`config.mk`:
```
export PLATFORM = sky130hd
export DESIGN_NAME = ysyx_22040088_decode_stage
export DESIGN_NICKNAME = d
export VERILOG_FILES = /design/src/rtl/ysyx_22040088_decode_stage_pkg.sv /design/src/rtl/ysyx_22040088_decode_stage_comb.sv /design/src/rtl/ysyx_22040088_decode_stage.sv
export SDC_FILE = /design/constraint.sdc
export NUM_CORES = 1
export LEC_CHECK = 0
export BUFFER_PORTS_ARGS = -buffer_cell sky130_fd_sc_hd__buf_2
export CORE_MARGIN = 2
export CORE_UTILIZATION = 54
export DETAILED_ROUTE_END_ITERATION = 10
export MAX_ROUTING_LAYER = met4
export PLACE_DENSITY = 0.8
export REMOVE_ABC_BUFFERS = 1
export SLEW_MARGIN = 20
export SYNTH_ARGS = -nofsm -noshare
export SYNTH_HDL_FRONTEND = slang
export SYNTH_SLANG_ARGS = --single-unit
```
`constraint.sdc`:
```
create_clock -name clk -period 3.3 [get_ports clk]
set_input_delay 0.165 -clock clk [delete_from_list [all_inputs] [get_ports clk]]
set_output_delay 0.165 -clock clk [all_outputs]
set_load 0.02 [all_outputs]
```
`src/rtl/ysyx_22040088_decode_stage_pkg.sv`:
```
// Shared decode definitions: opcodes, ALU one-hot indices, memory/branch codes
// and the packed control bundle carried from decode to the main/skid registers.
package ysyx_22040088_defs;

   localparam logic [6:0] OPC_LUI    = 7'b0110111;
   localparam logic [6:0] OPC_AUIPC  = 7'b0010111;
   localparam logic [6:0] OPC_JAL    = 7'b1101111;
   localparam logic [6:0] OPC_JALR   = 7'b1100111;
   localparam logic [6:0] OPC_BRANCH = 7'b1100011;
   localparam logic [6:0] OPC_LOAD   = 7'b0000011;
   localparam logic [6:0] OPC_STORE  = 7'b0100011;
   localparam logic [6:0] OPC_OPIMM  = 7'b0010011;
   localparam logic [6:0] OPC_OP     = 7'b0110011;
   localparam logic [6:0] OPC_OPIMMW = 7'b0011011;
   localparam logic [6:0] OPC_OPW    = 7'b0111011;
   localparam logic [6:0] OPC_SYSTEM = 7'b1110011;

   localparam logic [31:0] INST_EBREAK = 32'h0010_0073;

   localparam int unsigned ALU_W = 11;
   localparam logic [3:0] ALU_ADD  = 4'd0;
   localparam logic [3:0] ALU_SUB  = 4'd1;
   localparam logic [3:0] ALU_SLT  = 4'd2;
   localparam logic [3:0] ALU_SLTU = 4'd3;
   localparam logic [3:0] ALU_AND  = 4'd4;
   localparam logic [3:0] ALU_OR   = 4'd5;
   localparam logic [3:0] ALU_XOR  = 4'd6;
   localparam logic [3:0] ALU_SLL  = 4'd7;
   localparam logic [3:0] ALU_SRL  = 4'd8;
   localparam logic [3:0] ALU_SRA  = 4'd9;
   localparam logic [3:0] ALU_PASS = 4'd10;

   localparam logic [1:0] MEM_B = 2'd0;
   localparam logic [1:0] MEM_H = 2'd1;
   localparam logic [1:0] MEM_W = 2'd2;
   localparam logic [1:0] MEM_D = 2'd3;

   localparam logic [1:0] SRC1_RS1  = 2'b01;
   localparam logic [1:0] SRC1_PC   = 2'b10;
   localparam logic [2:0] SRC2_RS2  = 3'b001;
   localparam logic [2:0] SRC2_IMM  = 3'b010;
   localparam logic [2:0] SRC2_FOUR = 3'b100;

   typedef enum logic [2:0] {
      BR_NONE = 3'd0,
      BR_BEQ  = 3'd1,
      BR_BNE  = 3'd2,
      BR_BLT  = 3'd3,
      BR_BGE  = 3'd4,
      BR_BLTU = 3'd5,
      BR_BGEU = 3'd6,
      BR_JMP  = 3'd7
   } br_e;

   // imm is always carried at 64 bits; the stage truncates to XLEN.
   typedef struct packed {
      logic [4:0]       rd;
      logic [4:0]       rs1;
      logic [4:0]       rs2;
      logic [63:0]      imm;
      logic [ALU_W-1:0] alu_op;
      logic             word;
      logic             rf_we;
      logic [1:0]       src1;
      logic [2:0]       src2;
      logic             mem_ren;
      logic             mem_wen;
      logic [1:0]       mem_size;
      logic             mem_uns;
      br_e              br;
      logic             illegal;
      logic             ebreak;
   } dec_bundle_t;

   localparam int unsigned DEC_W = $bits(dec_bundle_t);

endpackage

```
`src/rtl/ysyx_22040088_decode_stage_comb.sv`:
```
// Pure combinational RV32I/RV64I decoder producing the control bundle.
module ysyx_22040088_decode_comb
   import ysyx_22040088_defs::*;
#(
   parameter int unsigned XLEN    = 64,
   parameter int unsigned EN_RV64 = 1
) (
   input  logic [31:0] inst_i,
   output dec_bundle_t bundle_o
);

   localparam bit XL64 = (XLEN == 64);
   localparam bit RV64 = (EN_RV64 != 0) && XL64;

   logic [6:0]  opc;
   logic [2:0]  f3;
   logic [6:0]  f7;
   logic [63:0] imm_i, imm_s, imm_b, imm_u, imm_j;
   logic [3:0]  aop;
   logic        aop_en;
   logic        ill;
   dec_bundle_t b;

   assign opc   = inst_i[6:0];
   assign f3    = inst_i[14:12];
   assign f7    = inst_i[31:25];
   assign imm_i = {{52{inst_i[31]}}, inst_i[31:20]};
   assign imm_s = {{52{inst_i[31]}}, inst_i[31:25], inst_i[11:7]};
   assign imm_b = {{51{inst_i[31]}}, inst_i[31], inst_i[7], inst_i[30:25], inst_i[11:8], 1'b0};
   assign imm_u = {{32{inst_i[31]}}, inst_i[31:12], 12'b0};
   assign imm_j = {{43{inst_i[31]}}, inst_i[31], inst_i[19:12], inst_i[20], inst_i[30:21], 1'b0};

   always_comb begin
      b        = '0;
      b.rd     = inst_i[11:7];
      b.rs1    = inst_i[19:15];
      b.rs2    = inst_i[24:20];
      b.src1   = SRC1_RS1;
      b.src2   = SRC2_RS2;
      aop      = ALU_ADD;
      aop_en   = 1'b1;
      ill      = 1'b0;
      unique case (opc)
         OPC_LUI: begin
            aop = ALU_PASS; b.src1 = '0; b.src2 = SRC2_IMM; b.imm = imm_u; b.rf_we = 1'b1;
         end
         OPC_AUIPC: begin
            b.src1 = SRC1_PC; b.src2 = SRC2_IMM; b.imm = imm_u; b.rf_we = 1'b1;
         end
         OPC_JAL: begin
            b.src1 = SRC1_PC; b.src2 = SRC2_FOUR; b.imm = imm_j; b.rf_we = 1'b1; b.br = BR_JMP;
         end
         OPC_JALR: begin
            b.src1 = SRC1_PC; b.src2 = SRC2_FOUR; b.imm = imm_i; b.rf_we = 1'b1; b.br = BR_JMP;
            ill = (f3 != 3'b000);
         end
         OPC_BRANCH: begin
            b.imm = imm_b;
            unique case (f3)
               3'b000: begin aop = ALU_SUB;  b.br = BR_BEQ;  end
               3'b001: begin aop = ALU_SUB;  b.br = BR_BNE;  end
               3'b100: begin aop = ALU_SLT;  b.br = BR_BLT;  end
               3'b101: begin aop = ALU_SLT;  b.br = BR_BGE;  end
               3'b110: begin aop = ALU_SLTU; b.br = BR_BLTU; end
               3'b111: begin aop = ALU_SLTU; b.br = BR_BGEU; end
               default: ill = 1'b1;
            endcase
         end
         OPC_LOAD: begin
            b.src2 = SRC2_IMM; b.imm = imm_i; b.rf_we = 1'b1; b.mem_ren = 1'b1;
            b.mem_size = f3[1:0]; b.mem_uns = f3[2];
            if (f3 == 3'b111) ill = 1'b1;
            else if (f3 == 3'b011 || f3 == 3'b110) ill = !RV64;
         end
         OPC_STORE: begin
            b.src2 = SRC2_IMM; b.imm = imm_s; b.mem_wen = 1'b1; b.mem_size = f3[1:0];
            if (f3[2]) ill = 1'b1;
            else if (f3[1:0] == MEM_D) ill = !RV64;
         end
         OPC_OPIMM: begin
            b.src2 = SRC2_IMM; b.imm = imm_i; b.rf_we = 1'b1;
            unique case (f3)
               3'b000: aop = ALU_ADD;
               3'b010: aop = ALU_SLT;
               3'b011: aop = ALU_SLTU;
               3'b100: aop = ALU_XOR;
               3'b110: aop = ALU_OR;
               3'b111: aop = ALU_AND;
               3'b001: begin
                  aop = ALU_SLL;
                  ill = XL64 ? (f7[6:1] != 6'b0) : (f7 != 7'b0);
               end
               default: begin
                  // 6-bit shamt on RV64 frees inst[25], so only funct7[6:1] selects srl/sra
                  if (XL64 ? (f7[6:1] == 6'b000000) : (f7 == 7'b0000000)) aop = ALU_SRL;
                  else if (XL64 ? (f7[6:1] == 6'b010000) : (f7 == 7'b0100000)) aop = ALU_SRA;
                  else ill = 1'b1;
               end
            endcase
         end
         OPC_OP: begin
            b.rf_we = 1'b1;
            unique case ({f7, f3})
               10'b0000000_000: aop = ALU_ADD;
               10'b0100000_000: aop = ALU_SUB;
               10'b0000000_001: aop = ALU_SLL;
               10'b0000000_010: aop = ALU_SLT;
               10'b0000000_011: aop = ALU_SLTU;
               10'b0000000_100: aop = ALU_XOR;
               10'b0000000_101: aop = ALU_SRL;
               10'b0100000_101: aop = ALU_SRA;
               10'b0000000_110: aop = ALU_OR;
               10'b0000000_111: aop = ALU_AND;
               default:         ill = 1'b1;
            endcase
         end
         OPC_OPIMMW: begin
            b.src2 = SRC2_IMM; b.imm = imm_i; b.rf_we = 1'b1; b.word = 1'b1;
            unique case ({f7, f3})
               10'b0000000_001: aop = ALU_SLL;
               10'b0000000_101: aop = ALU_SRL;
               10'b0100000_101: aop = ALU_SRA;
               default: begin
                  aop = ALU_ADD;
                  ill = (f3 != 3'b000);
               end
            endcase
            if (!RV64) ill = 1'b1;
         end
         OPC_OPW: begin
            b.rf_we = 1'b1; b.word = 1'b1;
            unique case ({f7, f3})
               10'b0000000_000: aop = ALU_ADD;
               10'b0100000_000: aop = ALU_SUB;
               10'b0000000_001: aop = ALU_SLL;
               10'b0000000_101: aop = ALU_SRL;
               10'b0100000_101: aop = ALU_SRA;
               default:         ill = 1'b1;
            endcase
            if (!RV64) ill = 1'b1;
         end
         OPC_SYSTEM: begin
            aop_en   = 1'b0;
            b.ebreak = (inst_i == INST_EBREAK);
            ill      = (inst_i != INST_EBREAK);
         end
         default: ill = 1'b1;
      endcase
      b.alu_op = aop_en ? (ALU_W'(1) << aop) : '0;
      if (ill) begin
         b.rf_we   = 1'b0;
         b.mem_ren = 1'b0;
         b.mem_wen = 1'b0;
         b.br      = BR_NONE;
         b.alu_op  = '0;
         b.word    = 1'b0;
      end
      b.illegal = ill;
   end

   assign bundle_o = b;

endmodule

```
`src/rtl/ysyx_22040088_decode_stage.sv`:
```
// Decode stage: one decoder feeding a main output register plus a skid entry,
// so in_ready is a pure register and never sees out_ready combinationally.
module ysyx_22040088_decode_stage
   import ysyx_22040088_defs::*;
#(
   parameter int unsigned XLEN    = 64,
   parameter int unsigned PC_W    = 64,
   parameter int unsigned EN_RV64 = 1,
   parameter int unsigned CNT_W   = 32
) (
   input  logic             clk,
   input  logic             rst,
   input  logic             in_valid,
   output logic             in_ready,
   input  logic [31:0]      in_inst,
   input  logic [PC_W-1:0]  in_pc,
   input  logic             flush,
   output logic             out_valid,
   input  logic             out_ready,
   output logic [PC_W-1:0]  out_pc,
   output logic [4:0]       out_rd,
   output logic [4:0]       out_rs1,
   output logic [4:0]       out_rs2,
   output logic [XLEN-1:0]  out_imm,
   output logic [10:0]      out_alu_op,
   output logic             out_word,
   output logic             out_rf_we,
   output logic [1:0]       out_src1,
   output logic [2:0]       out_src2,
   output logic             out_mem_ren,
   output logic             out_mem_wen,
   output logic [1:0]       out_mem_size,
   output logic             out_mem_uns,
   output logic [2:0]       out_br,
   output logic             out_illegal,
   output logic             out_ebreak,
   output logic [CNT_W-1:0] dec_cnt
);

   dec_bundle_t      dec;
   dec_bundle_t      main_q, main_d, skid_q, skid_d;
   logic [PC_W-1:0]  main_pc_q, main_pc_d, skid_pc_q, skid_pc_d;
   logic             main_valid_q, main_valid_d;
   logic             skid_valid_q, skid_valid_d;
   logic             rdy_q, rdy_d;
   logic [CNT_W-1:0] cnt_q, cnt_d;
   logic             acc, fire;

   ysyx_22040088_decode_comb #(
      .XLEN    (XLEN),
      .EN_RV64 (EN_RV64)
   ) u_dec (
      .inst_i   (in_inst),
      .bundle_o (dec)
   );

   assign in_ready = rdy_q & ~rst;
   assign acc      = in_valid & in_ready;
   assign fire     = main_valid_q & out_ready;

   always_comb begin
      main_d       = main_q;
      main_pc_d    = main_pc_q;
      main_valid_d = main_valid_q;
      skid_d       = skid_q;
      skid_pc_d    = skid_pc_q;
      skid_valid_d = skid_valid_q;
      cnt_d        = cnt_q;
      if (flush) begin
         main_valid_d = 1'b0;
         skid_valid_d = 1'b0;
      end else begin
         if (fire) cnt_d = cnt_q + CNT_W'(1);
         if (fire || !main_valid_q) begin
            // skid drains first; acc cannot coincide because in_ready is low then
            if (skid_valid_q) begin
               main_d       = skid_q;
               main_pc_d    = skid_pc_q;
               main_valid_d = 1'b1;
               skid_valid_d = 1'b0;
            end else if (acc) begin
               main_d       = dec;
               main_pc_d    = in_pc;
               main_valid_d = 1'b1;
            end else begin
               main_valid_d = 1'b0;
            end
         end else if (acc) begin
            skid_d       = dec;
            skid_pc_d    = in_pc;
            skid_valid_d = 1'b1;
         end
      end
      rdy_d = ~skid_valid_d;
   end

   always_ff @(posedge clk) begin
      if (rst) begin
         main_q       <= '0;
         main_pc_q    <= '0;
         main_valid_q <= 1'b0;
         skid_q       <= '0;
         skid_pc_q    <= '0;
         skid_valid_q <= 1'b0;
         rdy_q        <= 1'b1;
         cnt_q        <= '0;
      end else begin
         main_q       <= main_d;
         main_pc_q    <= main_pc_d;
         main_valid_q <= main_valid_d;
         skid_q       <= skid_d;
         skid_pc_q    <= skid_pc_d;
         skid_valid_q <= skid_valid_d;
         rdy_q        <= rdy_d;
         cnt_q        <= cnt_d;
      end
   end

   assign out_valid    = main_valid_q;
   assign out_pc       = main_pc_q;
   assign out_rd       = main_q.rd;
   assign out_rs1      = main_q.rs1;
   assign out_rs2      = main_q.rs2;
   assign out_imm      = main_q.imm[XLEN-1:0];
   assign out_alu_op   = main_q.alu_op;
   assign out_word     = main_q.word;
   assign out_rf_we    = main_q.rf_we;
   assign out_src1     = main_q.src1;
   assign out_src2     = main_q.src2;
   assign out_mem_ren  = main_q.mem_ren;
   assign out_mem_wen  = main_q.mem_wen;
   assign out_mem_size = main_q.mem_size;
   assign out_mem_uns  = main_q.mem_uns;
   assign out_br       = main_q.br;
   assign out_illegal  = main_q.illegal;
   assign out_ebreak   = main_q.ebreak;
   assign dec_cnt      = cnt_q;

endmodule
```
==> results by group, run 1 <==
Synthesis
  – Compound-Gate Fraction of Synth Area: 18.9%
  – Netlist Area Pre-Place: 0.0137 mm2
  – Area share of the largest cell type after synthesis: 45.6%
  – Flops & latches, synth: 313
  – Synth Area per Inst: 8.16 um2
  – Post-synth EDFFs: 0
  – Post-synthesis mux area share: 6.07%
  – Synth cell types: 61
  – Adder-cell share of the synthesized area: 0.455%
  – Post-synth ARST share: 0%
  – Post-synthesis sequential area ratio: 45.6%
  – Yosys warns: 0
  – Area contributors post-synth: dfxtp_1, nand2_1, a211oi_1
  – Top FF cell, synth: dfxtp_1
  – Combinational family with the most area after synthesis: simple AND/OR/NAND/NOR gates
  – Post-synthesis simple-gate area fraction: 21.4%
  – Cell taking the most area after synthesis: dfxtp_1
  – Cells after Synth: 1683
  – Synth Area in XOR/XNOR: 1.47%

STA
  – Hold_ws: 27.1 ps
  – Worst Tran Pin Value: 977 ps
  – Fin crit share: 91.5%
  – Final min period: 3020 ps
  – RSZ-0062 raised after global routing: false
  – Setup TNS: 0 ps
  – Slew Limit Fails: 0
  – Clk_skew: 7.46 ps
  – Maximum clock rate: 331 MHz
  – Setup-failing EPs final: 0
  – Final hold vios: 0
  – Worst slew margin: 34.9%

Critical path
  – WP data required: 3710 ps
  – CP max stage cell: or4_1
  – Critical path capture point type: register
  – Worst Path Max Fanout: 8
  – Crit Path Class: in2reg
  – Crit path max-delay family: simple AND/OR/NAND/NOR gates
  – Reg2Reg Launch Point: out_valid
  – Critical path cell sequence: dlygate4sd3_1, buf_2, or4_1, or3_1, nor3_1, nor2_1, nor4_4, a22oi_1, a211oi_1
  – CP arrival: 3430 ps
  – Critical path buffers and inverters: 2
  – Critical Path Source Type: input port
  – Worst Setup SP: in_inst[28]
  – Largest stage delay, worst path: 710 ps

Global routing
  – Largest net degree at the start of global routing: 184
  – Initial antenna violation count: 0
  – Total grt overflow: 0
  – Tot GR Track Use: 29.6%
  – Vias in the first global route: 12665
  – First-pass GRT wire length: 63000 um

Routing
  – Iter 0 DRT Violations: 837
  – WL final: 40400 um
  – WL per Instance: 17.4 um
  – DRT Pass-1 Iters: 5
  – Routed Antenna Nets: 0
  – DRC Markers: 0
  – Via density: 5.72
  – Via count: 13310

Die
  – Die width: 164 um
  – Std cell rows: 58
  – Die area: 0.0267 mm2
  – Die span in y: 164 um
  – I/O Pins: 306
  – Core ar.: 0.0251 mm2
  – Starting Density: 54.7%

Cells and area
  – Core Util, Final: 69.2%
  – Post-route insts no fill: 2326
  – Area Growth Syn to Fin: 26.4%
  – Nets@finish: 2076
  – Share of layout cells above drive strength 1: 20.9%
  – FF+latch area: 0.00627 mm2
  – Multi-input gate area: 0.00669 mm2
  – Fillers: 1987

Job
  – Max_cap viols: 0

Power and ir drop
  – Pwr Density: 509 mW/mm2
  – Pleak: 6.56 nW
  – Maximum VDD drop: 0.423 mV

CTS
  – Root Buffer: clkbuf_16
  – Clk sinks: 313
  – H-tree level count: 2
  – Clk_lat worst skew: 500 ps
  – CTS Buffer Depth: 3
  – Post-cts sizing count: 0
  – Clk pin slew, worst setup/hold paths: 60 ps
  – Cts bufs inserted: 35
  – TritonCTS clock tree: done

Placement
  – Placer Congestion: 0.895
  – PortBufs: 305
  – Placed insts: 2179
  – Post-DP HPWL: 24700 um

Worst hold path
  – Hold_sp: rst
  – Worst hold path type: in2reg

Outcome
  – Status: completed
-- metal layers --
| layer | wire [um] | track usage (%) | up-vias |
|---|---|---|---|
| met3 | 2680 | 5.79 | 109 |
| met4 | 1300 | 10.9 | 0 |
| met1 | 16700 | 35.0 | 6291 |
| met5 | 0 | - | - |
| li1 | - | - | 6427 |
| met2 | 19700 | 50.1 | 483 |
-- synth_stat cells, types with 3 or more instances --
cell        n
nand4_1     9
nor4_1     10
a31oi_1    11
a32oi_1     7
nor2b_1     9
nand2_1   290
clkbuf_1  123
nor2_1    190
and3_1      9
a22oi_1    15
dfxtp_1   313
or3b_2      3
or3_1      14
nor3b_1     3
o21ai_0    52
a31o_2      3
a21oi_1   164
xor2_1     13
and2_1      4
o21a_1      3
inv_1      14
mux2i_1    81
nor3_1     22
nand2b_1   18
xnor2_1    10
or4_1       5
buf_1      13
a211oi_1  126
buf_2       3
nand3_1    49
o211ai_1    5
and4_1      4
a21o_1      5
a311oi_1    7
buf_4      33
nand3b_1    4
ha_1        5
-- placed cells by master, fill, tap and decap left out, types with 5 or more instances in the layout --
| cell type | n |
|---|---|
| nor3_1 | 22 |
| clkbuf_1 | 7 |
| dfxtp_1 | 312 |
| dlygate4sd3_1 | 84 |
| nand3_1 | 48 |
| nand4_1 | 9 |
| and3_1 | 9 |
| nor2_1 | 190 |
| buf_4 | 26 |
| bufinv_16 | 6 |
| nand2_1 | 290 |
| mux2i_1 | 81 |
| buf_2 | 304 |
| o211ai_1 | 5 |
| clkbuf_8 | 8 |
| a21o_1 | 5 |
| a311oi_1 | 7 |
| nor2b_1 | 9 |
| a22oi_1 | 15 |
| inv_1 | 14 |
| a32oi_1 | 7 |
| ha_1 | 5 |
| xor2_1 | 13 |
| or3_1 | 14 |
| clkbuf_16 | 35 |
| or4_1 | 5 |
| buf_12 | 7 |
| nor4_1 | 9 |
| a211oi_1 | 126 |
| a31oi_1 | 11 |
| xnor2_1 | 10 |
| o21ai_0 | 51 |
| nand2b_1 | 18 |
| a21oi_1 | 164 |
-- cell families (layout without fill, tap and decap cells) --
group	after synthesis	count (layout)
simple gates	659	659
fa+ha+maj	5	5
flops	313	313
buf+inv	187	498
other cells	0	2
mux	82	82
xor+xnor	23	23
compound gates	414	414
-- sequential cells by signal (all words and copies together), names as in the netlist, 2 cells and up --
signal,count
out_mem_size,2
out_src1,2
out_imm,32
out_pc,64
skid_pc_q,64
out_rd,5
out_br,3
skid_q,75
out_rs2,5
dec_cnt,32
out_rs1,5
out_src2,3
out_alu_op,11
-- area by class of cell --
class,instances,share of cell area [%]
Inverter,15,0.324
Multi-Input combinational cell,1183,38.5
Clock buffer,50,5.83
Antenna cell,2,0.0288
Tap cell,330,2.38
Clock inverter,11,1.22
Sequential cell,313,36.1
Timing Repair Buffer,422,15.6
-- through the flow --
stage / instance area (um2) / setup slack, ps / power (mW)
after floorplan: 13000 / -9190 / 4.38
after global placement: 15300 / 484 / 4.71
after detailed placement: 15300 / 339 / 4.72
after CTS: 17400 / 288 / 8.88
after global routing: 17400 / 34.8 / 9.12
final: 17400 / 282 / 8.84
-- timing repair --
item | 4_1_cts | 5_1_grt
hold endpoints to repair | 93 | 0
hold buffers | 84 | 0
buffers inserted | 0 | 0
-- where the power goes --
part / total [mW] / switching (mW) / internal [mW]
sequential: 3.91 / 0.0471 / 3.86
clock: 4.10 / 1.50 / 2.60
combinational: 0.829 / 0.517 / 0.312
total: 8.84 / 2.07 / 6.77
-- worst paths after layout --
kind                            cells past startpoint     endpoint  slack, ps
worst max-delay path                                9    out_br[1]        280
worst min-delay path                                2   dec_cnt[1]         30
worst max register to register                      7  dec_cnt[31]        870
worst min register to register                      2  out_imm[24]        450
Note: power is estimated with default switching activity, not from simulation.
==> inputs of run 2 (changes only) <==
- CORE_UTILIZATION: 54 -> 56
- CTS_BUF_LIST: default -> sky130_fd_sc_hd__clkbuf_8
- PLACE_DENSITY: 0.8 -> 0.82
==> run 2 against run 1 <==
  * Register-to-register slack lost 240 ps
  * Clock power shrank 19%
  * Clock-buffer cell count grew 10
  * Design area shrank 1.0%
  * Fmax grew 4.5%
  * Clock skew grew 19 ps
  * Die area shrank 3.5%
  * Critical path depth is the same
  * Sequential power is essentially flat
  * Largest cell class unchanged
  * Global-route usage grew 1.3 points
  * Core utilization grew 1.9 points
==> results by group, run 2 (synthesis results as in run 1) <==
Outcome
  – Status: completed

STA
  – Clk_skew: 26.3 ps (+18.8 ps)
  – Setup TNS: 0 ps (unchanged)
  – Slew Limit Fails: 0 (unchanged)
  – Worst Tran Pin Value: 934 ps (-42.9 ps)
  – RSZ-0062 raised after global routing: false
  – Worst slew margin: 37.2% (+2.3 points)
  – Maximum clock rate: 346 MHz (+4.5%)
  – Final worst slack: 412 ps (+130 ps)
  – Fin crit share: 87.5% (-3.9 points)
  – Final hold vios: 0 (unchanged)
  – Final min period: 2890 ps (-130 ps)
  – Setup-failing EPs final: 0 (unchanged)

Cells and area
  – Area Growth Syn to Fin: 25.1%
  – Biggest register: skid_q
  – Max reg flops: 75 (unchanged)
  – Design Area, Final: 0.0172 mm2 (-1.0%)
  – Nets@finish: 2095 (+0.92%)
  – Core Util, Final: 71.1% (+1.9 points)
  – Commonest cells after routing, fill and taps aside: dfxtp_1, buf_2, nand2_1, nor2_1, a21oi_1
  – Share of layout cells above drive strength 1: 21.2% (+0.37 points)
  – Commonest non-fill, non-tap cell in the layout: dfxtp_1

CTS
  – Hold buffers post-CTS: 87 (+3.6%)
  – Clk sinks: 313 (unchanged)
  – Root Buffer: clkbuf_8
  – Cts bufs inserted: 51 (+46%)
  – TritonCTS clock tree: done
  – H-tree level count: 2 (unchanged)
  – Clk_lat worst skew: 580 ps (+80 ps)
  – CTS Buffer Depth: 3 (unchanged)
  – Post-cts sizing count: 0 (unchanged)
  – Post-CTS Setup Bufs: 0 (unchanged)
  – Clk pin slew, worst setup/hold paths: 60 ps (about the same)

Critical path
  – Reg2Reg Launch Point: out_valid
  – WP data required: 3790 ps (+80 ps)
  – Worst r2r dst: dec_cnt[31]
  – Crit Path Class: in2reg
  – R2R Setup Slk: 630 ps (-240 ps)
  – Worst r2r path cells: 7 (unchanged)
  – Critical Path Source Type: input port
  – Critical path capture point type: register
  – Worst Path Max Fanout: 8 (unchanged)
  – CP arrival: 3380 ps (-50 ps)

Global routing
  – Tot GR Track Use: 30.9% (+1.3 points)
  – Largest net degree at the start of global routing: 182 (-1.1%)
  – Total grt overflow: 0 (unchanged)
  – Vias in the first global route: 12822 (+1.2%)
  – First-pass GRT wire length: 64200 um (+2.0%)
  – Initial antenna violation count: 2 (+2)

Power and ir drop
  – Overall power: 8.08 mW (-8.6%)
  – Maximum VDD drop: 0.363 mV (-14%)
  – Pwr Density: 470 mW/mm2 (-7.7%)
  – Pleak: 6.60 nW (+0.53%)

Routing
  – DRC Markers: 0 (unchanged)
  – Iter 0 DRT Violations: 1068 (+28%)
  – Routed Antenna Nets: 0 (unchanged)
  – WL final: 40300 um (-0.17%)
  – Via density: 5.76 (+0.61%)
  – WL per Instance: 17.1 um (-1.4%)
  – DRT Pass-1 Iters: 5 (unchanged)
  – Via count: 13564 (+1.9%)

Worst hold path
  – WHS Endpoint: out_valid
  – Hold_sp: out_ready
  – Worst hold path type: in2reg
  – Hold Path Stages: 3 (+1)

Placement
  – PortBufs: 305 (unchanged)
  – Post-DP HPWL: 24600 um (-0.13%)
  – Placer Congestion: 0.946 (+5.6%)
  – Place WS: 419 ps (+80.8 ps)
  – Area after DPL: 0.0153 mm2 (about the same)

Die
  – Std cell rows: 57 (-1.7%)
  – Die span in y: 161 um (-1.8%)
  – Die width: 161 um (-1.8%)
  – I/O Pins: 306 (unchanged)
  – Core ar.: 0.0242 mm2 (-3.7%)
  – Starting Density: 56.8% (+2.1 points)
  – Die area: 0.0258 mm2 (-3.5%)

Job
  – Max_cap viols: 0 (unchanged)
-- run 2: cell types whose count changed in the layout (fill, tap and decap cells not counted), sizes merged --
cell         before  now
clkinv            3    6
clkbuf           50   60
dlygate4sd3      84   87
inv              16   40
bufinv            6    2
-- run 2: how the worst max path moves through the flow --
stage                     slack, ps       endpoint         from  cells after the start
after global placement          430  out_alu_op[2]  in_inst[29]                      8
after global routing            270    out_mem_ren  in_inst[29]                      9
after detailed placement        420      out_br[0]  in_inst[29]                      8
final                           410  out_alu_op[2]  in_inst[29]                      9
after floorplan               -9190     skid_q[17]    out_valid                      5
after CTS                       480      out_br[0]  in_inst[29]                      9
-- run 2: layer usage --
layer  track usage (%)  wire length [um]  vias to the layer above
met5                 -                 0                        -
li1                  -                 -                     6480
met2              51.2             19400                      568
met4              11.6              1270                        0
met1              37.3             16500                     6403
met3              5.97              3110                      113
-- run 2: critical path, cell delays in order --
cell	delay [ps]
dlygate4sd3_1	550
buf_2	170
or4_1	730
or3_1	400
nor3_1	320
nor2_1	200
nor3b_2	410
nand4_1	180
a211oi_2	250
-- run 2: report_power, final --
part           switching, mW  leakage, nW  internal (mW)
Combinational          0.512         3.44          0.314
Sequential            0.0497         2.54           3.86
Clock                   1.53        0.619           1.81
Total                   2.09         6.60           5.99
-- run 2: area by class of cell --
class	count	area, um2
clock inverter	34	198
fill	1848	6990
tap	324	405
sequential	313	6270
multi-input combinational	1183	6690
timing repair buffer	425	2740
inverter	15	56.3
antenna	2	5.00
clock buffer	60	826
-- run 2: through the flow --
stage          std cells  hold slack (ps)
2_1_floorplan       1511              234
3_3_place_gp        2173              416
3_5_place_dp        2173              423
4_1_cts             2354             7.95
5_1_grt             2356             43.3
6_report            2356             58.9
==> inputs of run 3 (changes only) <==
- RECOVER_POWER: default -> 25
==> run 3 against run 2 <==
  * The run now ends with max-capacitance violations, max-slew violations left
  * Core utilization decreased by 0.69 points
  * Via count decreased by 0.60%
  * Register-to-register slack about the same
  * Critical path type unchanged
  * Critical endpoint unchanged
  * Largest power group unchanged
==> results by group, run 3 (synthesis results as in run 1) <==
STA
  – Final min period: 2910 ps (+25.2 ps)
  – RSZ-0062 raised after global routing: false
  – Slew Limit Fails: 182 (+182)
  – Final hold vios: 0 (unchanged)
  – Hold_ws: 59.4 ps (+0.583 ps)
  – Worst slew margin: -33.6% (-71 points)
  – Clk_skew: 30.5 ps (+4.18 ps)
  – Maximum clock rate: 343 MHz (-0.87%)
  – Fin crit share: 88.3% (+0.76 points)
  – Worst Tran Pin Value: 2000 ps (+1070 ps)
  – Setup-failing EPs final: 0 (unchanged)

Cells and area
  – Biggest register: skid_q
  – FF+latch area: 0.00627 mm2 (unchanged)
  – Commonest cells after routing, fill and taps aside: dfxtp_1, nand2_1, nor2_1, buf_2, a21oi_1
  – Nets@finish: 2095 (unchanged)
  – Multi-input gate area: 0.00669 mm2 (unchanged)
  – Share of layout cells above drive strength 1: 15.2% (-6.1 points)
  – Max reg flops: 75 (unchanged)
  – Fillers: 1928 (+4.3%)
  – Commonest non-fill, non-tap cell in the layout: dfxtp_1
  – Area Growth Syn to Fin: 23.9%

Critical path
  – Critical path capture point type: register
  – Critical path cell sequence: dlygate4sd3_1, buf_2, or4_1, or3_1, nor3_1, nor2_1, nor3b_2, nand4_1, a211oi_2
  – CP arrival: 3390 ps (about the same)
  – CP max stage cell: or4_1
  – Largest stage delay, worst path: 730 ps (about the same)
  – Critical path buffers and inverters: 2 (unchanged)
  – Critical Path Source Type: input port
  – WP data required: 3780 ps (about the same)
  – Crit path max-delay family: simple AND/OR/NAND/NOR gates
  – Worst Path Max Fanout: 8 (unchanged)
  – Crit Path Class: in2reg

Power and ir drop
  – Pwr Density: 474 mW/mm2 (+0.79%)
  – Total internal power: 5.97 mW (-0.32%)
  – Overall power: 8.06 mW (-0.18%)
  – Seq pwr share: 48.5% (about the same)
  – Pleak: 6.08 nW (-7.8%)
  – Combinational Power Share: 10.0% (-0.2 points)
  – Clk pwr share: 41.5% (+0.2 points)
  – Maximum VDD drop: 0.362 mV (-0.20%)
  – Net Sw Power: 2.09 mW (+0.22%)
  – Sw frac: 26.0% (+0.10 points)

Routing
  – WL per Instance: 17.1 um (about the same)
  – DRC Markers: 0 (unchanged)
  – Via density: 5.72 (-0.60%)
  – WL final: 40300 um (about the same)
  – Iter 0 DRT Violations: 1098 (+2.8%)
  – Via count: 13482 (-0.60%)
  – DRT Pass-1 Iters: 5 (unchanged)
  – Routed Antenna Nets: 0 (unchanged)

CTS
  – Clk sinks: 313 (unchanged)
  – Clk_lat worst skew: 580 ps (about the same)
  – CTS Buffer Depth: 3 (unchanged)
  – Post-CTS Setup Bufs: 0 (unchanged)
  – Clk pin slew, worst setup/hold paths: 60 ps (about the same)
  – H-tree level count: 2 (unchanged)
  – Root Buffer: clkbuf_8
  – TritonCTS clock tree: done
  – Cts bufs inserted: 51 (unchanged)

Global routing
  – First-pass GRT wire length: 64200 um (unchanged)
  – Tot GR Track Use: 30.9% (unchanged)
  – Total grt overflow: 0 (unchanged)
  – Largest net degree at the start of global routing: 182 (unchanged)
  – Initial antenna violation count: 2 (unchanged)
  – Vias in the first global route: 12822 (unchanged)

Die
  – I/O Pins: 306 (unchanged)
  – Core ar.: 0.0242 mm2 (unchanged)
  – Std cell rows: 57 (unchanged)
  – Die area: 0.0258 mm2 (unchanged)
  – Die span in y: 161 um (unchanged)
  – Die width: 161 um (unchanged)
  – Starting Density: 56.8% (unchanged)

Placement
  – Placer Congestion: 0.946 (unchanged)
  – Post-DP HPWL: 24600 um (unchanged)
  – PortBufs: 305 (unchanged)

Job
  – Max_cap viols: 1 (+1)

Outcome
  – Status: finished with violations
  – Failing checks: max-capacitance violations, max-slew violations

Worst hold path
  – Worst hold path type: in2reg
==> run 3: layout make-up <==
class | instances | area share [%]
diodes | 2 | 0.0294
clock buffers | 60 | 4.85
clock inverters | 34 | 1.16
inverters | 15 | 0.331
multi-input cells | 1183 | 39.3
flip-flops and latches | 313 | 36.8
well taps | 324 | 2.38
repair buffers | 425 | 15.1
==> run 3: stage by stage <==
stage / TNS, ps / utilization, % / std cells / setup slack, ps / cell area (um2)
CTS: 0 / 71.1 / 2354 / 480 / 17200
detailed placement: 0 / 63.2 / 2173 / 419 / 15300
global route: 0 / 70.4 / 2356 / 234 / 17000
floorplan: -1925300 / - / 1511 / -9190 / 13000
finish: 0 / 70.4 / 2356 / 386 / 17000
global placement: 0 / 63.2 / 2173 / 433 / 15300
==> run 3: timing repair <==
| item | in CTS | in global routing |
|---|---|---|
| resized for setup | 0 | 0 |
| hold endpoints to repair | 172 | 0 |
| hold buffers | 87 | 0 |
==> run 3: worst register-to-register path, cell delays in order (launching register included) <==
cell and delay [ps]:
dfxtp_1 350, and3b_1 310, nand4_1 330, nor4_1 620
nand3_1 400, nor3_1 320, xnor2_1 160, nor2_1 60
==> run 3: path summary, 6_finish.rpt <==
check | from | to | slack (ps) | cells after the start
worst max-delay path | in_inst[29] | out_alu_op[2] | 390 | 9
worst min register to register | skid_pc_q[23] | skid_pc_q[23] | 450 | 2
worst max register to register | out_valid | dec_cnt[31] | 630 | 7
worst min-delay path | out_ready | out_valid | 60 | 3
==> run 3: per-layer routing <==
metal	global-route usage [%]	share of wire, %
met1	37.3	41
met2	51.2	48
met3	5.97	7.3
met4	11.6	3.0
met5	-	0
==> run 3: power groups by stage <==
| stage | Combinational [mW] | Clock (mW) | Sequential [mW] |
|---|---|---|---|
| floorplan | 0.271 | 0 | 4.11 |
| global placement | 0.718 | 0 | 3.99 |
| detailed placement | 0.728 | 0 | 3.99 |
| CTS | 0.814 | 3.38 | 3.91 |
| global route | 0.871 | 3.57 | 3.92 |
| finish | 0.807 | 3.34 | 3.91 |
